<file path="src/rtl/cpu_pkg.sv">
// cpu_pkg: definitions shared across the 16-bit RISC CPU.
//   - default address/data widths and the reset PC
//   - fetch FSM state encoding
//   - opcode constants and extraction helper for the downstream decoder
package cpu_pkg;

  localparam int ADDR_W_DEF   = 8;
  localparam int DATA_W_DEF   = 16;
  localparam int RESET_PC_DEF = 0;

  typedef enum logic [1:0] {
    ISSUE   = 2'd0,
    CAPTURE = 2'd1,
    HOLD    = 2'd2
  } fetch_state_t;

  // Major opcode lives in the top two bits of the instruction word.
  typedef enum logic [1:0] {
    OP_MOV = 2'b00,
    OP_ALU = 2'b01,
    OP_STR = 2'b10,
    OP_LDR = 2'b11
  } opcode_t;

  function automatic opcode_t opcode_of(input logic [DATA_W_DEF-1:0] instr);
    return opcode_t'(instr[DATA_W_DEF-1 -: 2]);
  endfunction

endpackage

</file>
<file path="src/rtl/pc_register.sv">
// pc_register: program counter with asynchronous active-low reset.
// Ports:
//   clk    in          clock
//   reset  in          asynchronous reset, active low
//   inc    in          advance pc by one (wraps modulo 2^ADDR_W)
//   load   in          load pc from target; wins over inc
//   target in  ADDR_W  load value
//   pc     out ADDR_W  current program counter
module pc_register
  import cpu_pkg::*;
#(
  parameter int                ADDR_W   = ADDR_W_DEF,
  parameter logic [ADDR_W-1:0] RESET_PC = ADDR_W'(RESET_PC_DEF)
) (
  input  logic              clk,
  input  logic              reset,
  input  logic              inc,
  input  logic              load,
  input  logic [ADDR_W-1:0] target,
  output logic [ADDR_W-1:0] pc
);

  logic [ADDR_W-1:0] pc_reg;

  always_ff @(posedge clk or negedge reset) begin
    if (!reset) begin
      pc_reg <= RESET_PC;
    end else if (load) begin
      pc_reg <= target;
    end else if (inc) begin
      pc_reg <= pc_reg + ADDR_W'(1);
    end
  end

  assign pc = pc_reg;

endmodule

</file>
<file path="src/rtl/instr_fetch.sv">
// instr_fetch: instruction fetch stage.
// Presents pc to the shared synchronous-read RAM while granted, captures the
// returned word into the instruction register and offers it to the controller
// with a valid/ready handshake. A redirect reloads pc and flushes the fetch.
// Ports:
//   clk          in          clock
//   reset        in          asynchronous reset, active low
//   mem_gnt      in          RAM read port granted to fetch (sampled in ISSUE)
//   mem_addr     out ADDR_W  RAM read address, always equal to pc
//   mdata        in  DATA_W  RAM read data, one cycle after address
//   redirect     in          load pc from target, flush fetch
//   target       in  ADDR_W  redirect address
//   instruction  out DATA_W  instruction register
//   instr_valid  out         instruction holds an unconsumed word
//   instr_ready  in          controller accepts instruction
//   instr_pc     out ADDR_W  address instruction was fetched from
//   pc           out ADDR_W  address of the next fetch
//   fetch_count  out 16      accepted instructions, saturating
module instr_fetch
  import cpu_pkg::*;
#(
  parameter int                ADDR_W   = ADDR_W_DEF,
  parameter int                DATA_W   = DATA_W_DEF,
  parameter logic [ADDR_W-1:0] RESET_PC = ADDR_W'(RESET_PC_DEF)
) (
  input  logic              clk,
  input  logic              reset,
  input  logic              mem_gnt,
  output logic [ADDR_W-1:0] mem_addr,
  input  logic [DATA_W-1:0] mdata,
  input  logic              redirect,
  input  logic [ADDR_W-1:0] target,
  output logic [DATA_W-1:0] instruction,
  output logic              instr_valid,
  input  logic              instr_ready,
  output logic [ADDR_W-1:0] instr_pc,
  output logic [ADDR_W-1:0] pc,
  output logic [15:0]       fetch_count
);

  fetch_state_t      state_reg, state_next;
  logic              pc_inc;
  logic              ir_load;
  logic              count_inc;
  logic [DATA_W-1:0] instruction_reg;
  logic [ADDR_W-1:0] instr_pc_reg;
  logic              instr_valid_reg;
  logic [15:0]       fetch_count_reg;

  pc_register #(
    .ADDR_W  (ADDR_W),
    .RESET_PC(RESET_PC)
  ) u_pc (
    .clk   (clk),
    .reset (reset),
    .inc   (pc_inc),
    .load  (redirect),
    .target(target),
    .pc    (pc)
  );

  always_comb begin
    state_next = state_reg;
    pc_inc     = 1'b0;
    ir_load    = 1'b0;
    count_inc  = 1'b0;
    case (state_reg)
      ISSUE: begin
        if (mem_gnt) state_next = CAPTURE;
      end
      CAPTURE: begin
        // Grant is not re-checked: the read is already in the RAM pipeline.
        ir_load    = 1'b1;
        pc_inc     = 1'b1;
        state_next = HOLD;
      end
      HOLD: begin
        if (instr_ready) begin
          count_inc  = 1'b1;
          state_next = ISSUE;
        end
      end
      default: state_next = ISSUE;
    endcase
    // Redirect overrides everything except a handshake completing in HOLD,
    // which is still counted. The pc load itself wins inside pc_register.
    if (redirect) begin
      state_next = ISSUE;
      ir_load    = 1'b0;
    end
  end

  always_ff @(posedge clk or negedge reset) begin
    if (!reset) begin
      state_reg       <= ISSUE;
      instruction_reg <= '0;
      instr_pc_reg    <= RESET_PC;
      instr_valid_reg <= 1'b0;
      fetch_count_reg <= '0;
    end else begin
      state_reg       <= state_next;
      // Registered valid: asserted exactly while the FSM sits in HOLD.
      instr_valid_reg <= (state_next == HOLD);
      if (ir_load) begin
        instruction_reg <= mdata;
        instr_pc_reg    <= pc;
      end
      if (count_inc && (fetch_count_reg != 16'hFFFF)) begin
        fetch_count_reg <= fetch_count_reg + 16'd1;
      end
    end
  end

  assign mem_addr    = pc;
  assign instruction = instruction_reg;
  assign instr_pc    = instr_pc_reg;
  assign instr_valid = instr_valid_reg;
  assign fetch_count = fetch_count_reg;

endmodule

</file>
<file path="config.mk">
export PLATFORM = sky130hd
export DESIGN_NAME = instr_fetch
export DESIGN_NICKNAME = d
export VERILOG_FILES = /design/src/rtl/cpu_pkg.sv /design/src/rtl/pc_register.sv /design/src/rtl/instr_fetch.sv
export SDC_FILE = /design/constraint.sdc
export NUM_CORES = 1
export LEC_CHECK = 0
export CORE_MARGIN = 5
export CORE_UTILIZATION = 25
export CTS_BUF_LIST = sky130_fd_sc_hd__clkbuf_8 sky130_fd_sc_hd__clkbuf_16
export CTS_CLUSTER_SIZE = 40
export DETAILED_ROUTE_END_ITERATION = 10
export PLACE_DENSITY = 0.58
export RECOVER_POWER = 25
export SYNTH_ARGS = -nofsm -noshare
export SYNTH_HDL_FRONTEND = slang
export SYNTH_SLANG_ARGS = --single-unit
</file>
<file path="constraint.sdc">
create_clock -name clk -period 3.45 [get_ports clk]
set_input_delay 0.8625 -clock clk [delete_from_list [all_inputs] [get_ports clk]]
set_output_delay 0.8625 -clock clk [all_outputs]
set_load 0.02 [all_outputs]
</file>
======== After elaboration in Yosys (flattened, before gate mapping) ========
Index checks and enable logic that the tools add are counted.
word-level totals
  bits in registers ....................... 51
operators by class
  add/subtract/negate cells ............... 2
  eq/ne operators ......................... 4
  mux-type cells .......................... 10
  reduce and logical (&&, ||, !) cells .... 3
operators by type and width
  kind                                                                   number
  16-bit by 1-bit adder with 16-bit output, second input constant        1
  8-bit two-way mux                                                      2
  16-bit inequality test, second input constant                          1
  8-bit by 1-bit adder with 8-bit output, second input constant          1
  2-bit two-way mux                                                      3
  2-bit case mux with 3 select lines                                     1
  2-bit equality test, second input constant                             2
  1-bit two-way mux                                                      4
  2-bit by 1-bit equality test with 1-bit output, second input constant  1
  2-bit zero test                                                        1
  2-bit nonzero test                                                     1
  1-bit logical AND                                                      1

======== Longest topological paths before layout ========
Gate-level depths: netlist of run 1.
  depth in word-level cells ............... 4
  mapped depth ............................ 6
  depth with buffers taken out ............ 5

======== By module ========
Synthesis of run 1 repeated with hierarchy kept, for this count alone.
second synthesis, totals
  cells, all modules ...................... 188
  area, all modules ....................... 2328.5 um^2
by module, submodules not included
  module       instances  cells each  area an instance (um^2)
  instr_fetch  1          139         1878.1
  pc_register  1          49          450.4

======== Least setup slack after synthesis of run 1 ========
No wires, ideal clock.
  kind .................................... reg-to-reg
  from .................................... register fetch_count_reg[0] (netlist: fetch_count[0])
  to ...................................... register fetch_count_reg[1] (netlist: fetch_count[1])
  setup time .............................. 0.125 ns
  arrival time ............................ 1.678 ns
  slack ................................... 1.647 ns
  cell stages (with the launch flop) ...... 7
  period minus slack after synthesis ...... 1.803 ns
  cell sequence ........................... dfrtp_1 ha_1 nand4_4 nor4_4 buf_6 nor2_4 mux2_4
on the way
  word-level cells in the longest chain between the ends .. 2
RTL lines
  item                                                                                              line                RTL
  start, declared                                                                                   instr_fetch.sv:48   logic [15:0] fetch_count_reg;
  start signal, assigned                                                                            instr_fetch.sv:109  fetch_count_reg <= fetch_count_reg + 16'd1;
  parallel branches: the longest is 2 deep, another holds 16-bit by 1-bit adder with 16-bit output  -
Parallel ways; which one is timed is not known.
A chain may end at the register's enable or synchronous reset.

==> results of run 1 <==
==> through the flow <==
step | worst slack, ns | std cells | power (mW) | area (sq um) | hold WS, ns
after CTS | 1.08 | 380 | 1.83 | 3380 | 0.500
after global routing | 0.582 | 380 | 1.90 | 3370 | 0.515
after detailed placement | 0.904 | 372 | 1.39 | 3260 | 0.487
final | 1.09 | 380 | 1.80 | 3370 | 0.493
after global placement | 0.949 | 372 | 1.38 | 3260 | 0.480
after floorplan | 1.65 | 187 | 1.08 | 2340 | 0.470
==> kinds of logic after synthesis <==
logic type	after synthesis	share of synthesized area, %
AO/OA/AOI/OAI	8	1.71
multiplexers	27	13.1
flip-flops	51	54.4
AND/OR/NAND/NOR	63	17.4
adder cells (fa/ha/maj)	2	1.07
buffers and inverters	15	4.43
XOR/XNOR	21	7.84
==> synth_stat cells <==
library cell | n | area share, %
and4b_2 | 1 | 0.48
mux2_4 | 1 | 0.64
and3_1 | 2 | 0.53
clkbuf_1 | 2 | 0.32
mux2i_1 | 1 | 0.43
nor3b_1 | 3 | 0.96
buf_4 | 10 | 3.2
xnor2_1 | 2 | 0.75
mux2_2 | 25 | 12
nand4_1 | 6 | 1.6
and3b_1 | 1 | 0.37
nand4_4 | 2 | 1.8
and3_2 | 1 | 0.32
xor2_1 | 19 | 7.1
and4b_1 | 1 | 0.43
buf_6 | 1 | 0.48
nor4_1 | 3 | 0.80
nand3_1 | 5 | 1.1
nor2_4 | 1 | 0.48
dfrtp_1 | 51 | 54
buf_2 | 2 | 0.43
nor2b_1 | 2 | 0.53
and4_1 | 2 | 0.75
nand4bb_1 | 1 | 0.48
nor2_1 | 5 | 0.80
o21ai_0 | 8 | 1.7
nand3b_2 | 1 | 0.48
nor4b_1 | 1 | 0.37
nand2_1 | 16 | 2.6
nor4_4 | 1 | 0.91
nor3_1 | 8 | 1.7
ha_1 | 2 | 1.1
==> worst min path at each step <==
stage	start	to	slack, ns	cells past startpoint
6_report	fetch_count[15]	fetch_count[15]	0.49	1
5_1_grt	fetch_count[15]	fetch_count[15]	0.52	1
4_1_cts	fetch_count[15]	fetch_count[15]	0.50	1
3_5_place_dp	fetch_count[15]	fetch_count[15]	0.49	1
3_3_place_gp	fetch_count[15]	fetch_count[15]	0.48	1
2_1_floorplan	state_reg[0]	state_reg[0]	0.47	1
==> layout make-up <==
class                      count  area [sq um]
tap                          111           139
clock buffer                   6          82.6
multi-input combinational    121           967
timing repair buffer          89           867
fill                         922          5830
sequential                    51          1280
clock inverter                 2          35.0
==> layer usage <==
layer	up-vias	global-route usage (%)	routed length (um)	part of all wire, %
met5	-	0	0	0
met4	0	2.74	31	0.55
met1	805	13.2	2520	45
met2	44	16.3	2730	49
met3	2	2.95	343	6.1
li1	813	-	-	-
==> power by group <==
group	internal, mW	switching (mW)
clock network	0.235	0.199
logic	0.311	0.265
registers	0.703	0.0860
==> run_summary.xml, run 1 <==
<?xml version="1.0" encoding="UTF-8"?>
<metrics>
  <group name="outcome">
    <metric name="outcome" unit="">finished, final reports clean</metric>
  </group>
  <group name="timing">
    <metric name="setup_repair_after_global_routing_missed_its_margin" unit="">no</metric>
    <metric name="post-route-period-util" unit="%">68.4</metric>
    <metric name="fin_skew" unit="ns">0.0130</metric>
    <metric name="hold_viol" unit="">0</metric>
    <metric name="finalSetupViolCount" unit="">0</metric>
    <metric name="max_freq" unit="MHz">424</metric>
    <metric name="final_max_slew_viol_count" unit="">0</metric>
    <metric name="worst_pin_slew" unit="ns">1.32</metric>
    <metric name="timing.slew.headroom" unit="%">11.7</metric>
    <metric name="setup-tns-final" unit="ns">0</metric>
    <metric name="final_critical_period" unit="ns">2.36</metric>
  </group>
  <group name="worst_hold_path">
    <metric name="classification_of_the_worst_slack_hold_path" unit="">reg -&gt; reg</metric>
  </group>
  <group name="floorplanning">
    <metric name="floorplan.core_area" unit="sq um">9200</metric>
    <metric name="dieArea" unit="sq um">11400</metric>
    <metric name="floorplan.die.height" unit="um">107</metric>
    <metric name="num_rows" unit="">35</metric>
    <metric name="io-pin-count" unit="">86</metric>
    <metric name="die_width" unit="um">107</metric>
    <metric name="starting_density" unit="%">25.5</metric>
  </group>
  <group name="setup_path">
    <metric name="crit_required" unit="ns">3.73</metric>
    <metric name="critPathBufInv" unit="">2</metric>
    <metric name="worst_setup_path_startpoint" unit="">reset</metric>
    <metric name="crit_path_end" unit="">instruction[2]</metric>
    <metric name="critical_path_cell_sequence" unit="">clkbuf_1, clkbuf_1</metric>
    <metric name="critPathArrivalTime" unit="ns">2.64</metric>
    <metric name="critical_path.slowest_cell" unit="">clkbuf_1</metric>
    <metric name="cpPeakStageDelay" unit="ns">0.94</metric>
    <metric name="crit-reg2reg-capture" unit="">fetch_count[10]</metric>
    <metric name="path_max_fanout" unit="">24</metric>
    <metric name="worst_r2r_path_depth" unit="">5</metric>
    <metric name="launching_point_of_the_worst_reg2reg_path" unit="">fetch_count[0]</metric>
    <metric name="r2r_slack" unit="ns">1.40</metric>
    <metric name="path_depth" unit="">2</metric>
    <metric name="crit_path_frequent_cell" unit="">clkbuf_1</metric>
    <metric name="cp_top_family" unit="">buffers and inverters</metric>
    <metric name="critPathKind" unit="">in -&gt; async</metric>
    <metric name="startpoint_type" unit="">input port</metric>
    <metric name="worst_setup_ep_type" unit="">async pin</metric>
  </group>
  <group name="layout">
    <metric name="design.final.nets" unit="">299</metric>
    <metric name="drive_above_1_share" unit="%">16.4</metric>
    <metric name="final_cell_mix" unit="">clkdlybuf4s50_1 (84), dfrtp_1 (51), mux2_2 (25)</metric>
    <metric name="final_core_area_utilization" unit="%">36.6</metric>
    <metric name="layout.cells.most_common" unit="">clkdlybuf4s50_1</metric>
    <metric name="syn_to_final_growth" unit="%">43.6</metric>
    <metric name="count_of_antenna_diodes_in_the_layout" unit="">0</metric>
  </group>
  <group name="synth">
    <metric name="synth-seq-cells" unit="">51</metric>
    <metric name="avgSynthCellArea" unit="sq um">12.5</metric>
    <metric name="post_synth_instance_area" unit="sq um">2340</metric>
    <metric name="synth_warnings" unit="">0</metric>
    <metric name="postSynthCellCount" unit="">187</metric>
    <metric name="synth_fp_nets" unit="">218</metric>
    <metric name="synth_cell_types" unit="">32</metric>
    <metric name="ys_seq_area_share" unit="%">54.4</metric>
  </group>
  <group name="cts">
    <metric name="clk_root_buffer_cell" unit="">clkbuf_8</metric>
    <metric name="post_cts_resize_count" unit="">0</metric>
    <metric name="post_cts_setup_repair_buffer_count" unit="">0</metric>
    <metric name="numClockSinks" unit="">51</metric>
    <metric name="clk-insertion-delay-late" unit="ns">0.30</metric>
    <metric name="cts.clk_slew.worst_paths" unit="ns">0.10</metric>
    <metric name="numCtsBuffers" unit="">5</metric>
    <metric name="cts_max_level" unit="">2</metric>
    <metric name="cts_max_path_buffers" unit="">2</metric>
    <metric name="tritoncts" unit="">done</metric>
    <metric name="cts_hold_bufs" unit="">0</metric>
  </group>
  <group name="global_route">
    <metric name="grt_first_pass_wirelength" unit="um">9140</metric>
    <metric name="overflow" unit="">0</metric>
    <metric name="antenna_found_initial" unit="">0</metric>
    <metric name="first_global_vias" unit="">1746</metric>
    <metric name="grt.total_usage" unit="%">10.1</metric>
    <metric name="pin_count_of_the_biggest_net_entering_global_routing" unit="">25</metric>
  </group>
  <group name="drt">
    <metric name="viasPerCell" unit="">4.38</metric>
    <metric name="routed-via-count" unit="">1664</metric>
    <metric name="drc_errors" unit="">0</metric>
    <metric name="drt_pass1_iterations" unit="">4</metric>
    <metric name="wl" unit="um">5620</metric>
    <metric name="detailedRoute.firstIterationViolations" unit="">51</metric>
    <metric name="ant_nets" unit="">0</metric>
    <metric name="wire_per_inst" unit="um">14.8</metric>
  </group>
  <group name="power_and_ir_drop">
    <metric name="static_leakage" unit="nW">1.45</metric>
    <metric name="ir_drop" unit="uV">185</metric>
    <metric name="power_density_over_cell_area" unit="nW/um^2">534</metric>
  </group>
  <group name="placement">
    <metric name="routabilityCongestion" unit="">0.710</metric>
    <metric name="dp_hpwl" unit="um">4240</metric>
    <metric name="port_buffers" unit="">85</metric>
  </group>
  <group name="run">
    <metric name="cap_violations" unit="">0</metric>
  </group>
</metrics>
No activity file was read; power rests on OpenSTA's default activity.
==> run 2: changes to the inputs <==
- clock period: 3.45 -> 2.3 ns (I/O delays scaled with it)
==> run_summary.xml, run 2 (synthesis gave the netlist of run 1 again) <==
<?xml version="1.0" encoding="UTF-8"?>
<metrics>
  <group name="placement">
    <metric name="port_buffers" unit="">85</metric>
    <metric name="dp_hpwl" unit="um">4030</metric>
    <metric name="routabilityCongestion" unit="">0.754</metric>
    <metric name="number_of_cells_after_detailed_placement" unit="">375</metric>
    <metric name="detailed_place.area" unit="sq um">3290</metric>
    <metric name="pre_cts_ws" unit="ns">0.209</metric>
  </group>
  <group name="setup_path">
    <metric name="critPathArrivalTime" unit="ns">1.46</metric>
    <metric name="critical_path_cell_sequence" unit="">clkdlybuf4s50_1</metric>
    <metric name="critical_path.slowest_cell" unit="">clkdlybuf4s50_1</metric>
    <metric name="critPathKind" unit="">reg -&gt; out</metric>
    <metric name="critPathBufInv" unit="">1</metric>
    <metric name="cp_top_family" unit="">buffers and inverters</metric>
    <metric name="path_max_fanout" unit="">8</metric>
    <metric name="launching_point_of_the_worst_reg2reg_path" unit="">fetch_count[0]</metric>
    <metric name="crit_required" unit="ns">1.73</metric>
    <metric name="cpPeakStageDelay" unit="ns">0.66</metric>
    <metric name="worst_r2r_path_depth" unit="">6</metric>
    <metric name="crit-reg2reg-capture" unit="">fetch_count[10]</metric>
    <metric name="startpoint_type" unit="">flip-flop</metric>
    <metric name="r2r_slack" unit="ns">0.50</metric>
    <metric name="worst_setup_ep_type" unit="">output port</metric>
  </group>
  <group name="layout">
    <metric name="drive_above_1_share" unit="%">17.6</metric>
    <metric name="layout.cells.most_common" unit="">clkdlybuf4s50_1</metric>
    <metric name="final_core_area_utilization" unit="%">36.7</metric>
    <metric name="design.final.nets" unit="">302</metric>
    <metric name="syn_to_final_growth" unit="%">44.0</metric>
    <metric name="layout.cells.non_filler" unit="">383</metric>
    <metric name="final_cell_mix" unit="">clkdlybuf4s50_1 (84), dfrtp_1 (51), mux2_2 (25)</metric>
    <metric name="final_area" unit="sq um">3380</metric>
    <metric name="count_of_antenna_diodes_in_the_layout" unit="">0</metric>
    <metric name="final-seq-area" unit="sq um">1280</metric>
    <metric name="n_fill_cell" unit="">942</metric>
    <metric name="multi_input_comb_area" unit="sq um">967</metric>
  </group>
  <group name="global_route">
    <metric name="first_global_vias" unit="">1738</metric>
    <metric name="grt_first_pass_wirelength" unit="um">8910</metric>
    <metric name="antenna_found_initial" unit="">0</metric>
    <metric name="grt.total_usage" unit="%">9.67</metric>
    <metric name="overflow" unit="">0</metric>
    <metric name="pin_count_of_the_biggest_net_entering_global_routing" unit="">31</metric>
  </group>
  <group name="cts">
    <metric name="post_cts_setup_repair_buffer_count" unit="">0</metric>
    <metric name="cts.clk_slew.worst_paths" unit="ns">0.10</metric>
    <metric name="numClockSinks" unit="">51</metric>
    <metric name="cts_max_level" unit="">2</metric>
    <metric name="numCtsBuffers" unit="">5</metric>
    <metric name="clk_root_buffer_cell" unit="">clkbuf_8</metric>
    <metric name="clk-insertion-delay-late" unit="ns">0.30</metric>
    <metric name="cts_hold_bufs" unit="">0</metric>
    <metric name="cts_max_path_buffers" unit="">2</metric>
    <metric name="tritoncts" unit="">done</metric>
    <metric name="post_cts_resize_count" unit="">0</metric>
  </group>
  <group name="floorplanning">
    <metric name="dieArea" unit="sq um">11400</metric>
    <metric name="floorplan.core_area" unit="sq um">9200</metric>
    <metric name="floorplan.die.height" unit="um">107</metric>
    <metric name="num_rows" unit="">35</metric>
    <metric name="die_width" unit="um">107</metric>
    <metric name="io-pin-count" unit="">86</metric>
    <metric name="starting_density" unit="%">25.5</metric>
  </group>
  <group name="timing">
    <metric name="worst_pin_slew" unit="ns">1.24</metric>
    <metric name="final_critical_period" unit="ns">2.04</metric>
    <metric name="fin_skew" unit="ns">0.0101</metric>
    <metric name="setup_repair_after_global_routing_missed_its_margin" unit="">no</metric>
    <metric name="timing.slew.headroom" unit="%">17.1</metric>
    <metric name="finalSetupViolCount" unit="">0</metric>
    <metric name="hold_viol" unit="">0</metric>
    <metric name="post_route_setup_slack" unit="ns">0.265</metric>
    <metric name="setup-tns-final" unit="ns">0</metric>
    <metric name="post-route-period-util" unit="%">88.5</metric>
    <metric name="final_max_slew_viol_count" unit="">0</metric>
    <metric name="max_freq" unit="MHz">491</metric>
    <metric name="final.hold.worst_slack" unit="ns">0.507</metric>
  </group>
  <group name="power_and_ir_drop">
    <metric name="ir_drop" unit="uV">280</metric>
    <metric name="fin_total_pwr" unit="mW">2.55</metric>
    <metric name="power_density_over_cell_area" unit="nW/um^2">755</metric>
    <metric name="static_leakage" unit="nW">1.46</metric>
  </group>
  <group name="drt">
    <metric name="drt_pass1_iterations" unit="">3</metric>
    <metric name="wire_per_inst" unit="um">14.1</metric>
    <metric name="viasPerCell" unit="">4.40</metric>
    <metric name="routed-via-count" unit="">1687</metric>
    <metric name="detailedRoute.firstIterationViolations" unit="">33</metric>
    <metric name="wl" unit="um">5410</metric>
    <metric name="ant_nets" unit="">0</metric>
    <metric name="drc_errors" unit="">0</metric>
  </group>
  <group name="worst_hold_path">
    <metric name="classification_of_the_worst_slack_hold_path" unit="">in -&gt; async</metric>
  </group>
  <group name="run">
    <metric name="cap_violations" unit="">0</metric>
  </group>
  <group name="outcome">
    <metric name="outcome" unit="">finished, final reports clean</metric>
  </group>
</metrics>
## run 2: area by class of cell
class | instances | area share [%]
Timing Repair Buffer | 92 | 26.9
Tap cell | 111 | 4.11
Clock inverter | 3 | 0.482
Multi-Input combinational cell | 121 | 28.6
Clock buffer | 5 | 2.04
Sequential cell | 51 | 37.8
## run 2: worst max-delay path by stage
stage / startpoint / endpoint / slack [ns] / cells past startpoint
after global routing: fetch_count[7] / fetch_count[7] / 0.18 / 1
after floorplan: fetch_count[0] / fetch_count[1] / 0.50 / 6
final: u_pc.pc[0] / pc[0] / 0.26 / 1
after global placement: instr_ready / fetch_count[15] / 0.28 / 5
after detailed placement: instr_ready / fetch_count[15] / 0.21 / 5
after CTS: u_pc.pc[0] / pc[0] / 0.23 / 1
## run 2: where the power goes
| part | switching, mW | total (mW) | internal, mW |
|---|---|---|---|
| sequential | 0.121 | 1.18 | 1.05 |
| combinational | 0.390 | 0.862 | 0.472 |
| clock | 0.304 | 0.513 | 0.209 |
## run 2: routing by layer
layer  GRT usage (%)  routed length (um)
met5               0                   0
met3            2.89                 333
met4            2.47                  55
met1            12.6                2420
met2            15.6                2600
